[config.mk]
export PLATFORM = sky130hd
export DESIGN_NAME = axi2per_req_sched
export DESIGN_NICKNAME = d
export VERILOG_FILES = /design/src/rtl/axi2per_pkg.sv /design/src/rtl/axi2per_addr_gen.sv /design/src/rtl/axi2per_req_sched.sv
export SDC_FILE = /design/constraint.sdc
export NUM_CORES = 1
export LEC_CHECK = 0
export BUFFER_PORTS_ARGS = -buffer_cell sky130_fd_sc_hd__buf_4
export CAP_MARGIN = 25
export CORE_ASPECT_RATIO = 1.75
export CORE_MARGIN = 3
export CORE_UTILIZATION = 58
export DETAILED_ROUTE_END_ITERATION = 7
export GPL_ROUTABILITY_DRIVEN = 0
export PLACE_DENSITY = 0.84
export SLEW_MARGIN = 0
export SYNTH_ARGS = -nofsm -noshare
export SYNTH_HDL_FRONTEND = slang
export SYNTH_HIERARCHICAL = 1
export SYNTH_SLANG_ARGS = --single-unit
[constraint.sdc]
create_clock -name clk_i -period 20 [get_ports clk_i]
set_input_delay 1 -clock clk_i [delete_from_list [all_inputs] [get_ports clk_i]]
set_output_delay 1 -clock clk_i [all_outputs]
set_load 0.1 [all_outputs]
[src/rtl/axi2per_pkg.sv]
// Shared types and burst encodings for the AXI-to-peripheral request scheduler.
package axi2per_pkg;

    typedef enum logic [1:0] {
        IDLE  = 2'd0,
        READ  = 2'd1,
        WRITE = 2'd2
    } sched_state_t;

    localparam logic [1:0] BURST_FIXED = 2'b00;
    localparam logic [1:0] BURST_INCR  = 2'b01;
    localparam logic [1:0] BURST_WRAP  = 2'b10;

    typedef struct packed {
        logic [7:0] len;
        logic [2:0] size;
        logic [1:0] burst;
    } burst_cfg_t;

endpackage

[src/rtl/axi2per_addr_gen.sv]
// Combinational next-beat address for FIXED / INCR / WRAP AXI bursts.
module axi2per_addr_gen
    import axi2per_pkg::*;
#(
    parameter int ADDR_WIDTH = 32
) (
    input  logic [ADDR_WIDTH-1:0] addr_i,
    input  logic [7:0]            len_i,
    input  logic [2:0]            size_i,
    input  logic [1:0]            burst_i,
    output logic [ADDR_WIDTH-1:0] next_addr_o
);

    logic [ADDR_WIDTH-1:0] step;
    logic [ADDR_WIDTH-1:0] region;
    logic [ADDR_WIDTH-1:0] base;
    logic [ADDR_WIDTH:0]   incr_w;
    logic [ADDR_WIDTH:0]   upper;
    logic                  wrap_ok;

    always_comb begin
        step    = ADDR_WIDTH'(1) << size_i;
        region  = step * (ADDR_WIDTH'(len_i) + ADDR_WIDTH'(1));
        base    = addr_i & ~(region - ADDR_WIDTH'(1));
        // one extra bit so a region at the top of the address space still compares correctly
        incr_w  = {1'b0, addr_i} + {1'b0, step};
        upper   = {1'b0, base} + {1'b0, region};
        wrap_ok = (len_i == 8'd1) || (len_i == 8'd3) || (len_i == 8'd7) || (len_i == 8'd15);

        next_addr_o = incr_w[ADDR_WIDTH-1:0];
        case (burst_i)
            BURST_FIXED: next_addr_o = addr_i;
            BURST_INCR:  next_addr_o = incr_w[ADDR_WIDTH-1:0];
            BURST_WRAP:  if (wrap_ok && (incr_w >= upper)) next_addr_o = base;
            default:     next_addr_o = incr_w[ADDR_WIDTH-1:0];
        endcase
    end

endmodule

[src/rtl/axi2per_req_sched.sv]
// Read/write burst scheduler feeding single-beat peripheral requests.
// Define AXI2PER_SCHED_READ_PRIO_EN for fixed read priority instead of round-robin.
module axi2per_req_sched
    import axi2per_pkg::*;
#(
    parameter int ID_WIDTH   = 4,
    parameter int ADDR_WIDTH = 32,
    parameter int DATA_WIDTH = 32
) (
    input  logic                    clk_i,
    input  logic                    rst_ni,

    input  logic                    ar_valid_i,
    output logic                    ar_ready_o,
    input  logic [ADDR_WIDTH-1:0]   ar_addr_i,
    input  logic [7:0]              ar_len_i,
    input  logic [2:0]              ar_size_i,
    input  logic [1:0]              ar_burst_i,
    input  logic [ID_WIDTH-1:0]     ar_id_i,

    input  logic                    aw_valid_i,
    output logic                    aw_ready_o,
    input  logic [ADDR_WIDTH-1:0]   aw_addr_i,
    input  logic [7:0]              aw_len_i,
    input  logic [2:0]              aw_size_i,
    input  logic [1:0]              aw_burst_i,
    input  logic [ID_WIDTH-1:0]     aw_id_i,

    input  logic                    w_valid_i,
    output logic                    w_ready_o,
    input  logic [DATA_WIDTH-1:0]   w_data_i,
    input  logic [DATA_WIDTH/8-1:0] w_strb_i,
    input  logic                    w_last_i,

    output logic                    per_req_o,
    input  logic                    per_gnt_i,
    output logic [ADDR_WIDTH-1:0]   per_add_o,
    output logic                    per_we_o,
    output logic [DATA_WIDTH-1:0]   per_wdata_o,
    output logic [DATA_WIDTH/8-1:0] per_be_o,

    output logic                    trans_valid_o,
    input  logic                    trans_ready_i,
    output logic [ID_WIDTH-1:0]     trans_id_o,
    output logic                    trans_we_o,
    output logic                    trans_last_o,

    output logic                    err_wlast_o
);

    sched_state_t          state_q, state_d;
    sched_state_t          last_q, last_d;
    logic [ADDR_WIDTH-1:0] addr_q, addr_d;
    burst_cfg_t            cfg_q, cfg_d;
    logic [ID_WIDTH-1:0]   id_q, id_d;
    logic [7:0]            cnt_q, cnt_d;
    logic [ADDR_WIDTH-1:0] next_addr;
    logic                  rd_win;
    logic                  fire;
    logic                  cnt_zero;

    axi2per_addr_gen #(.ADDR_WIDTH(ADDR_WIDTH)) u_addr_gen (
        .addr_i      (addr_q),
        .len_i       (cfg_q.len),
        .size_i      (cfg_q.size),
        .burst_i     (cfg_q.burst),
        .next_addr_o (next_addr)
    );

    assign cnt_zero = (cnt_q == 8'd0);

    always_ff @(posedge clk_i or negedge rst_ni) begin
        if (!rst_ni) begin
            state_q <= IDLE;
            last_q  <= WRITE;
            addr_q  <= '0;
            cfg_q   <= '0;
            id_q    <= '0;
            cnt_q   <= '0;
        end else begin
            state_q <= state_d;
            last_q  <= last_d;
            addr_q  <= addr_d;
            cfg_q   <= cfg_d;
            id_q    <= id_d;
            cnt_q   <= cnt_d;
        end
    end

    always_comb begin
`ifdef AXI2PER_SCHED_READ_PRIO_EN
        rd_win = ar_valid_i;
`else
        // on a tie the direction that did not win last time goes first
        rd_win = ar_valid_i && (!aw_valid_i || (last_q == WRITE));
`endif
    end

    always_comb begin
        state_d       = state_q;
        last_d        = last_q;
        addr_d        = addr_q;
        cfg_d         = cfg_q;
        id_d          = id_q;
        cnt_d         = cnt_q;
        fire          = 1'b0;
        ar_ready_o    = 1'b0;
        aw_ready_o    = 1'b0;
        w_ready_o     = 1'b0;
        per_req_o     = 1'b0;
        per_add_o     = '0;
        per_we_o      = 1'b0;
        per_wdata_o   = '0;
        per_be_o      = '0;
        trans_valid_o = 1'b0;
        trans_id_o    = '0;
        trans_we_o    = 1'b0;
        trans_last_o  = 1'b0;
        err_wlast_o   = 1'b0;

        case (state_q)
            IDLE: begin
                if (rd_win) begin
                    ar_ready_o = 1'b1;
                    addr_d     = ar_addr_i;
                    cfg_d      = '{len: ar_len_i, size: ar_size_i, burst: ar_burst_i};
                    id_d       = ar_id_i;
                    cnt_d      = ar_len_i;
                    state_d    = READ;
                end else if (aw_valid_i) begin
                    aw_ready_o = 1'b1;
                    addr_d     = aw_addr_i;
                    cfg_d      = '{len: aw_len_i, size: aw_size_i, burst: aw_burst_i};
                    id_d       = aw_id_i;
                    cnt_d      = aw_len_i;
                    state_d    = WRITE;
                end
            end
            READ, WRITE: begin
                per_add_o = addr_q;
                if (state_q == WRITE) begin
                    per_req_o   = w_valid_i && trans_ready_i;
                    per_we_o    = 1'b1;
                    per_wdata_o = w_data_i;
                    per_be_o    = w_strb_i;
                end else begin
                    per_req_o   = trans_ready_i;
                end
                fire = per_req_o && per_gnt_i;
                if (fire) begin
                    trans_valid_o = 1'b1;
                    trans_id_o    = id_q;
                    trans_we_o    = (state_q == WRITE);
                    trans_last_o  = cnt_zero;
                    w_ready_o     = (state_q == WRITE);
                    err_wlast_o   = (state_q == WRITE) && (w_last_i != cnt_zero);
                    addr_d        = next_addr;
                    cnt_d         = cnt_q - 8'd1;
                    if (cnt_zero) begin
                        last_d  = state_q;
                        state_d = IDLE;
                    end
                end
            end
            default: state_d = IDLE;
        endcase
    end

endmodule

==> results.json, run 1 <==
{
  "via_count": 11898,
  "routedWlPerCell_um": 19.8,
  "die-width_um": 111,
  "gr-total-overflow": 0,
  "syn_nets": 1707,
  "placement.io_buffers": 222,
  "synth_top_family_by_area": "simple AND/OR/NAND/NOR gates",
  "period_share_pct": 58.8,
  "max_stage_delay_ns": 0.81,
  "synthCells": 1430,
  "dp_hpwl_mm": 28.2,
  "synth_ff_type": "dfrtp_1",
  "synth_edf_count": 0,
  "via_per_inst": 6.51,
  "required_ns": 20.26,
  "post-cts-setup-buffers": 0,
  "synth_compound_area_share_pct": 24.0,
  "area_growth_syn_to_layout_pct": 17.4,
  "clock-root-buffer": "clkbuf_16",
  "crit_slowest_cell": "a32oi_1",
  "synth_xor_area_share_pct": 6.38,
  "slew_viol_final": 0,
  "core_um2": 18700,
  "dr.pass1.iters": 5,
  "cts_made_buffers": 9,
  "grt_pass1_vias": 12122,
  "cts_resized": 0,
  "syn_avg_cell_area_um2": 7.78,
  "rows": 66,
  "clock.fmax_mhz": 85.0,
  "cts_sinks": 61,
  "synth_area_um2": 11100,
  "fin_nets": 1861,
  "drive_gt1_share_pct": 18.5,
  "outcome": "completed",
  "hold_viol_final": 0,
  "clk_path_buf_depth": 2,
  "num_antenna_cells": 0,
  "crit_arrival_ns": 12.03,
  "worst_pin_slew_ns": 1.01,
  "cts_tree": "yes",
  "clk_pin_slew_ns": 0.06,
  "drt-initial-drc-count": 1058,
  "cp-end-kind": "register",
  "worst_setup_path_start_kind": "register",
  "max_cap_viol_count": 0,
  "start_util_pct": 59.3,
  "die-area_um2": 20900,
  "fin_crit_ns": 11.77,
  "min_delay_path_depth": 2,
  "grt_pass1_wl_mm": 59.2,
  "synth_largest_area_cell": "dfrtp_1",
  "rr_worst_depth": 40,
  "yosysSeqAreaShare_pct": 13.7,
  "synth_warnings": 6,
  "critical_path_class": "reg -> reg",
  "synthMuxAreaShare_pct": 5.39,
  "yosys-top-cells-area": "dfrtp_1 14%, ha_1 10%, fa_1 7.9%, and2_1 5.1%, mux2i_1 4.7%",
  "timing.setup.tns_ns": 0,
  "antenna_found_initial": 0,
  "min_path_type": "reg -> reg",
  "track_usage_pct": 34.1,
  "synth.top_cell.area_share_pct": 13.5,
  "cts_hold_buf": 0,
  "die_h_um": 189,
  "synth_fa_ha_area_share_pct": 18.2,
  "routed_wl_mm": 36.3,
  "ant_nets": 0,
  "synth-simple-area-share_pct": 24.7,
  "relSlewSlack_pct": 32.7,
  "setup_viol": 0,
  "async_flop_share_pct": 100,
  "ios": 223,
  "synth.distinct_cells": 94,
  "clk_latency_ns": 0.35,
  "grt_setup_unrepaired": "no",
  "cts_max_level": 3,
  "critPathMaxFanout": 26,
  "grt_max_degree": 77,
  "cpMostUsedCell": "fa_1",
  "skew_ns": 0.00820,
  "synth_seq_cells": 61,
  "drc": 0
}
## cells by family after synthesis
| family | after synthesis |
|---|---|
| compound gates | 385 |
| mux | 59 |
| fa+ha+maj | 135 |
| xor+xnor | 81 |
| simple gates | 508 |
| flops | 61 |
| buf+inv | 201 |
## path summary, 6_finish.rpt
| path | from | slack, ns | endpoint |
|---|---|---|---|
| setup reg to reg | cfg_q[5] | 8.23 | addr_q[28] |
| hold reg to reg | id_q[2] | 0.48 | id_q[2] |
| min in group asynchronous | rst_ni | 0.73 | addr_q[17] |
| max in group asynchronous | rst_ni | 18.69 | cfg_q[6] |
| setup / recovery | cfg_q[5] | 8.23 | addr_q[28] |
| hold / removal | id_q[2] | 0.48 | id_q[2] |
## registers in the layout, indices dropped and copies added (netlist names)
register	count
addr_q	32
cfg_q	13
cnt_q	8
id_q	4
last_q	2
state_q	2
## placed cells by master (no fill, tap or decap), drive strengths merged, types with 10 or more instances in the layout
cell type  netlist  layout
dfrtp           60      60
ha              91      91
a21o            24      24
a32o            15      15
o211ai          44      44
buf             31     234
xnor2           51      51
o21a            17      17
a21oi           55      55
inv            109     111
and3            26      26
nand2           94      94
mux2i           52      52
nand3           35      35
nor3            20      20
nand2b          26      26
a31oi           23      23
o21ai          110     110
nand4           55      55
nor2b           10      10
nor2            97      97
o31ai           12      12
xor2            30      30
and2            92      92
fa              44      44
## worst max-delay path: cells and delay by family, from the launching register on
kind,cells,cell delay [ns]
adder cells (fa/ha/maj),7,2.99
AO/OA/AOI/OAI,14,4.60
buffers and inverters,3,0.16
flip-flops,1,0.59
XOR/XNOR,2,0.52
AND/OR/NAND/NOR,14,2.83
## synth_stat cells, types with 51 or more instances
cell type and count:
a21oi_1 54, and2_1 91, clkbuf_1 59, dfrtp_1 60, ha_1 91, inv_1 106, mux2i_1 52, nand2_1 93
nand4_1 55, nor2_1 96, o21ai_0 80, xnor2_1 51
## final cells by class
class	count	area, um^2
repair buffers	234	1780
fillers	1538	5690
clock inverters	7	50.0
clock buffers	9	225
inverters	110	413
well taps	238	298
flip-flops and latches	61	1530
multi-input cells	1168	8770
## routing by layer
metal / part of all wire, % / up-vias / global-route usage, %
met3: 6.1 / 167 / 4.61
li1: - / 5470 / -
met1: 35 / 5651 / 36.1
met2: 53 / 610 / 64.0
met5: 0 / - / 0
met4: 5.9 / 0 / 19.6
## stage by stage
step | cells | util [%] | setup WS, ns | cell area, um^2 | hold slack [ns]
finish | 1827 | 69.7 | 8.23 | 13100 | 0.479
global route | 1827 | 69.7 | 7.50 | 13100 | 0.514
CTS | 1826 | 69.5 | 8.19 | 13000 | 0.480
global placement | 1810 | 68.1 | 8.69 | 12800 | 0.460
detailed placement | 1810 | 68.1 | 8.27 | 12800 | 0.467
floorplan | 1430 | - | 10.23 | 11100 | 0.447
Power of run 1 is left out: the tool's default activity adds up to more than one toggle a clock period on the data nets, which glitch-free logic cannot reach.
==> inputs of run 2 (changes only) <==
Settings changed: ABC_AREA from default to 1, PLACE_DENSITY 0.84 to 0.83.
Clock period 20 ns to 11.7 ns, I/O delays scaled along.
==> run 2 against run 1 <==
Against the previous run:
- critical path depth grew 10
- die area grew 9.3%
- largest cell class unchanged
- highest routed layer unchanged
- register-to-register slack lost 6.7 ns
==> results.json, run 2 <==
{
  "min_path_type": "in -> async",
  "place_inst": 2464,
  "cts_max_level": 3,
  "grt_max_degree": 76,
  "timing.setup.tns_ns": 0,
  "synth_seq_cells": 61,
  "relSlewSlack_pct": 32.2,
  "fin_crit_ns": 10.17,
  "yosysSeqAreaShare_pct": 12.5,
  "start_util_pct": 59.7,
  "placement.io_buffers": 222,
  "synth_ff_type": "dfrtp_1",
  "cts_tree": "yes",
  "stdcell_count": 2480,
  "slew_viol_final": 0,
  "ant_nets": 0,
  "clk_path_buf_depth": 2,
  "regArea_um2": 1530,
  "track_usage_pct": 39.9,
  "grt_pass1_wl_mm": 72.1,
  "dp_hpwl_mm": 36.6,
  "clock-root-buffer": "clkbuf_16",
  "synth_edf_count": 0,
  "cpMostUsedCell": "nand2_1",
  "worst_setup_path_start_kind": "register",
  "largest_reg_flops": 32,
  "drive_gt1_share_pct": 16.6,
  "final_common_cell": "nand2_1",
  "cts_made_buffers": 9,
  "hold_viol_final": 0,
  "cts_sinks": 61,
  "synth_common_cells": "570 x nand2_1, 328 x inv_1, 236 x nand3_1",
  "synthCells": 2043,
  "drc": 0,
  "cp-end-kind": "register",
  "drt-initial-drc-count": 1353,
  "die_h_um": 198,
  "routed_wl_mm": 45.9,
  "via_per_inst": 5.91,
  "largest-register": "addr_q",
  "synth_warnings": 6,
  "crit_arrival_ns": 10.39,
  "clk_pin_slew_ns": 0.06,
  "synth_largest_area_cell": "nand2_1",
  "syn_avg_cell_area_um2": 5.97,
  "gr-total-overflow": 0,
  "die-width_um": 116,
  "fill_cells": 1821,
  "grt_setup_unrepaired": "no",
  "async_flop_share_pct": 100,
  "die-area_um2": 22900,
  "num_antenna_cells": 0,
  "setup_viol": 0,
  "clk_latency_ns": 0.34,
  "reg.largest.list": "addr_q x32, cfg_q x13, cnt_q x8",
  "post-cts-setup-buffers": 0,
  "yosys-top-cells-area": "nand2_1 18%, dfrtp_1 12%, inv_1 10%, nand3_1 9.7%, ha_1 9.3%",
  "synth.top_cell.area_share_pct": 17.5,
  "layout_common_cells": "570 x nand2_1, 328 x inv_1, 236 x nand3_1",
  "fin_nets": 2504,
  "syn_nets": 2320,
  "critical_path_class": "reg -> reg",
  "skew_ns": 0.0103,
  "synth.distinct_cells": 53,
  "ios": 223,
  "crit_slowest_cell": "inv_1",
  "cts_hold_buf": 0,
  "max_stage_delay_ns": 0.73,
  "area_growth_syn_to_layout_pct": 16.6,
  "multiInputGateArea_um2": 9070,
  "worst_pin_slew_ns": 1.01,
  "rows": 69,
  "synth_most_common_cell": "nand2_1",
  "period_share_pct": 86.9,
  "outcome": "completed",
  "dr.pass1.iters": 6,
  "max_cap_viol_count": 0,
  "antenna_found_initial": 0,
  "grt_pass1_vias": 14275,
  "critPathMaxFanout": 32,
  "via_count": 14665,
  "synth_area_um2": 12200,
  "clock.fmax_mhz": 98.3,
  "core_um2": 20500,
  "routedWlPerCell_um": 18.5,
  "required_ns": 11.92,
  "cts_resized": 0
}
-- run 2: changes by cell type in the layout (fill, tap and decap cells not counted), sizes merged, moves of 18 or more --
cell	change
xnor2	-44
inv	+233
and3	-26
nor2	+126
xor2	+18
o21ai	-52
nand2b	-26
and2	-90
nand3	+215
or2	+33
mux2i	-52
a21o	-21
nand2	+516
o211ai	-30
-- run 2: worst max-delay path, delay by kind of cell, from the launching register on --
family / cells / cell delay [ns]
fa+ha+maj: 6 / 2.87
flops: 1 / 0.43
buf+inv: 7 / 1.43
simple gates: 35 / 4.97
compound gates: 2 / 0.37
-- run 2: logic make-up after synthesis --
| family | count (synthesis) | share of synthesized area [%] |
|---|---|---|
| buffers and inverters | 403 | 13.2 |
| adders and majority gates | 135 | 16.5 |
| and+or+nand+nor | 1213 | 45.5 |
| DFF | 61 | 12.5 |
| AOI/OAI and AO/OA | 176 | 8.27 |
| xor gates and xnor gates | 55 | 3.95 |
-- run 2: final timing paths --
path	from	to	slack (ns)	cells after the start
max reg2reg	cfg_q[5]	addr_q[5]	1.53	50
max	cfg_q[5]	addr_q[5]	1.53	50
min	rst_ni	id_q[3]	0.31	1
min in group clk_i	last_q[0]	last_q[0]	0.48	2
max in group asynchronous	rst_ni	addr_q[16]	10.81	1
min reg2reg	last_q[0]	last_q[0]	0.48	2
-- run 2: area by class of cell --
type	instances	share of cell area (%)
Tap cell	248	2.18
Multi-Input combinational cell	1579	63.7
Inverter	344	9.09
Sequential cell	61	10.7
Clock buffer	11	1.78
Clock inverter	5	0.290
Timing Repair Buffer	232	12.2
-- run 2: routing by layer --
| layer | part of all wire, % | global-route usage [%] |
|---|---|---|
| met1 | 34 | 43.3 |
| met2 | 49 | 69.8 |
| met3 | 8.4 | 6.42 |
| met4 | 9.0 | 26.9 |
| met5 | 0 | 0 |
-- run 2: through the flow --
step | instance area [um^2] | worst slack (ns) | hold WS [ns] | util (%)
after detailed placement | 13900 | 1.90 | 0.473 | 68.1
after global routing | 14200 | 0.817 | 0.388 | 69.6
after floorplan | 12200 | 3.82 | 0.289 | -
final | 14200 | 1.53 | 0.314 | 69.6
after CTS | 14200 | 1.85 | 0.361 | 69.6
after global placement | 13900 | 2.05 | 0.472 | 68.1
Power of run 2 is left out for the same reason.
==> inputs of run 3 (changes only) <==
Settings changed: CORE_MARGIN 3 to default, MAX_ROUTING_LAYER from default to met4.
==> run 3 against run 2 <==
Against the previous run:
- the run now ends with design-rule violations left
- sequential cell count stayed put
- via count is 2.1% higher
- sequential share of layout area hardly changed
- final cell count is 0.12% higher
- register-to-register slack worse by 0.26 ns
- critical path depth stayed put
- non-clock buffer count is 1 higher
- first-iteration DRC count is 20% higher
- maximum frequency is 2.5% lower
- cell area is 0.11% lower
- setup slack worse by 0.26 ns
- global-route usage is 6.0 points higher
- critical path type unchanged
==> results.json, run 3 (same netlist as run 2, synthesis figures left out) <==
{
  "outcome": "complete, but fails checks",
  "antenna_found_initial": 2,
  "cpMostUsedCell": "nand2_1",
  "max_cap_viol_count": 0,
  "die-area_um2": 21700,
  "skew_ns": 0.0130,
  "via_per_inst": 6.03,
  "dr.pass1.iters": 8,
  "setup_viol": 0,
  "grt_pass1_vias": 14924,
  "cts_resized": 0,
  "post-cts-setup-buffers": 0,
  "critPathMaxFanout": 32,
  "rrSetupSlack_ns": 1.27,
  "area_growth_syn_to_layout_pct": 16.5,
  "clock-root-buffer": "clkbuf_16",
  "worst_setup_path_start_kind": "register",
  "die-width_um": 112,
  "max_stage_delay_ns": 0.77,
  "drc": 3,
  "final_common_cell": "nand2_1",
  "clk_pin_slew_ns": 0.07,
  "hold_viol_final": 0,
  "reg.largest.list": "addr_q x32, cfg_q x13, cnt_q x8",
  "gr-total-overflow": 0,
  "cts_sinks": 61,
  "core_um2": 20500,
  "timing.setup.tns_ns": 0,
  "critical_path_class": "reg -> reg",
  "clock.fmax_mhz": 95.9,
  "violations": "design-rule violations",
  "clk_path_buf_depth": 2,
  "cp-end-kind": "register",
  "slew_viol_final": 0,
  "fin_nets": 2505,
  "start_util_pct": 59.7,
  "ant_nets": 0,
  "layout_common_cells": "570 x nand2_1, 328 x inv_1, 236 x nand3_1",
  "via_count": 14979,
  "crit_arrival_ns": 10.68,
  "required_ns": 11.95,
  "cts_made_buffers": 9,
  "drive_gt1_share_pct": 16.6,
  "largest-register": "addr_q",
  "cts_hold_buf": 0,
  "grt_pass1_wl_mm": 74.8,
  "rows": 69,
  "routedWlPerCell_um": 19.0,
  "critPathTopFamily": "simple AND/OR/NAND/NOR gates",
  "min_path_type": "in -> async",
  "die_h_um": 194,
  "cts_tree": "yes",
  "dp_hpwl_mm": 36.8,
  "relSlewSlack_pct": 32.1,
  "largest_reg_flops": 32,
  "ios": 223,
  "worst_pin_slew_ns": 1.02,
  "grt_max_degree": 76,
  "cts_max_level": 3,
  "placement.io_buffers": 222,
  "fin_crit_ns": 10.43,
  "track_usage_pct": 45.9,
  "grt_setup_unrepaired": "no",
  "period_share_pct": 89.1,
  "crit_buf_inv": 7,
  "crit_slowest_cell": "inv_1",
  "drt-initial-drc-count": 1630,
  "clk_latency_ns": 0.36,
  "routed_wl_mm": 47.2
}
## run 3: per-layer routing
layer	track usage (%)	routed length (um)	vias up
met5	-	0	-
met4	42.8	5200	0
met2	74.5	22300	990
li1	-	-	6860
met1	44.8	15600	6725
met3	10.8	4160	404
## run 3: worst paths after layout
kind	endpoint	from	cells after the start
worst max-delay path	addr_q[15]	cfg_q[5]	50
worst min-delay path	cfg_q[10]	rst_ni	1
worst max register to register	addr_q[15]	cfg_q[5]	50
worst min register to register	last_q[1]	last_q[1]	2
max in group asynchronous	addr_q[25]	rst_ni	1
min in group clk_i	cfg_q[1]	ar_burst_i[1]	3
## run 3: per-stage QoR
stage	cell area (um^2)	instances	hold WS, ns	worst slack (ns)	utilization, %
final	14200	2483	0.336	1.27	69.5
after global routing	14200	2483	0.395	0.581	69.5
after CTS	14200	2480	0.373	1.72	69.4
after detailed placement	13900	2464	0.485	1.77	68.1
after global placement	13900	2464	0.470	1.98	68.1
after floorplan	12200	2043	0.289	3.82	-
## run 3: final cells by class
| cell class | count | area [um^2] |
|---|---|---|
| Timing Repair Buffer | 233 | 1750 |
| Antenna cell | 2 | 5.00 |
| Inverter | 344 | 1290 |
| Clock buffer | 10 | 229 |
| Multi-Input combinational cell | 1579 | 9070 |
| Tap cell | 248 | 310 |
| Clock inverter | 6 | 40.0 |
| Fill cell | 1838 | 6240 |
| Sequential cell | 61 | 1530 |
Power of run 3 is left out for the same reason.
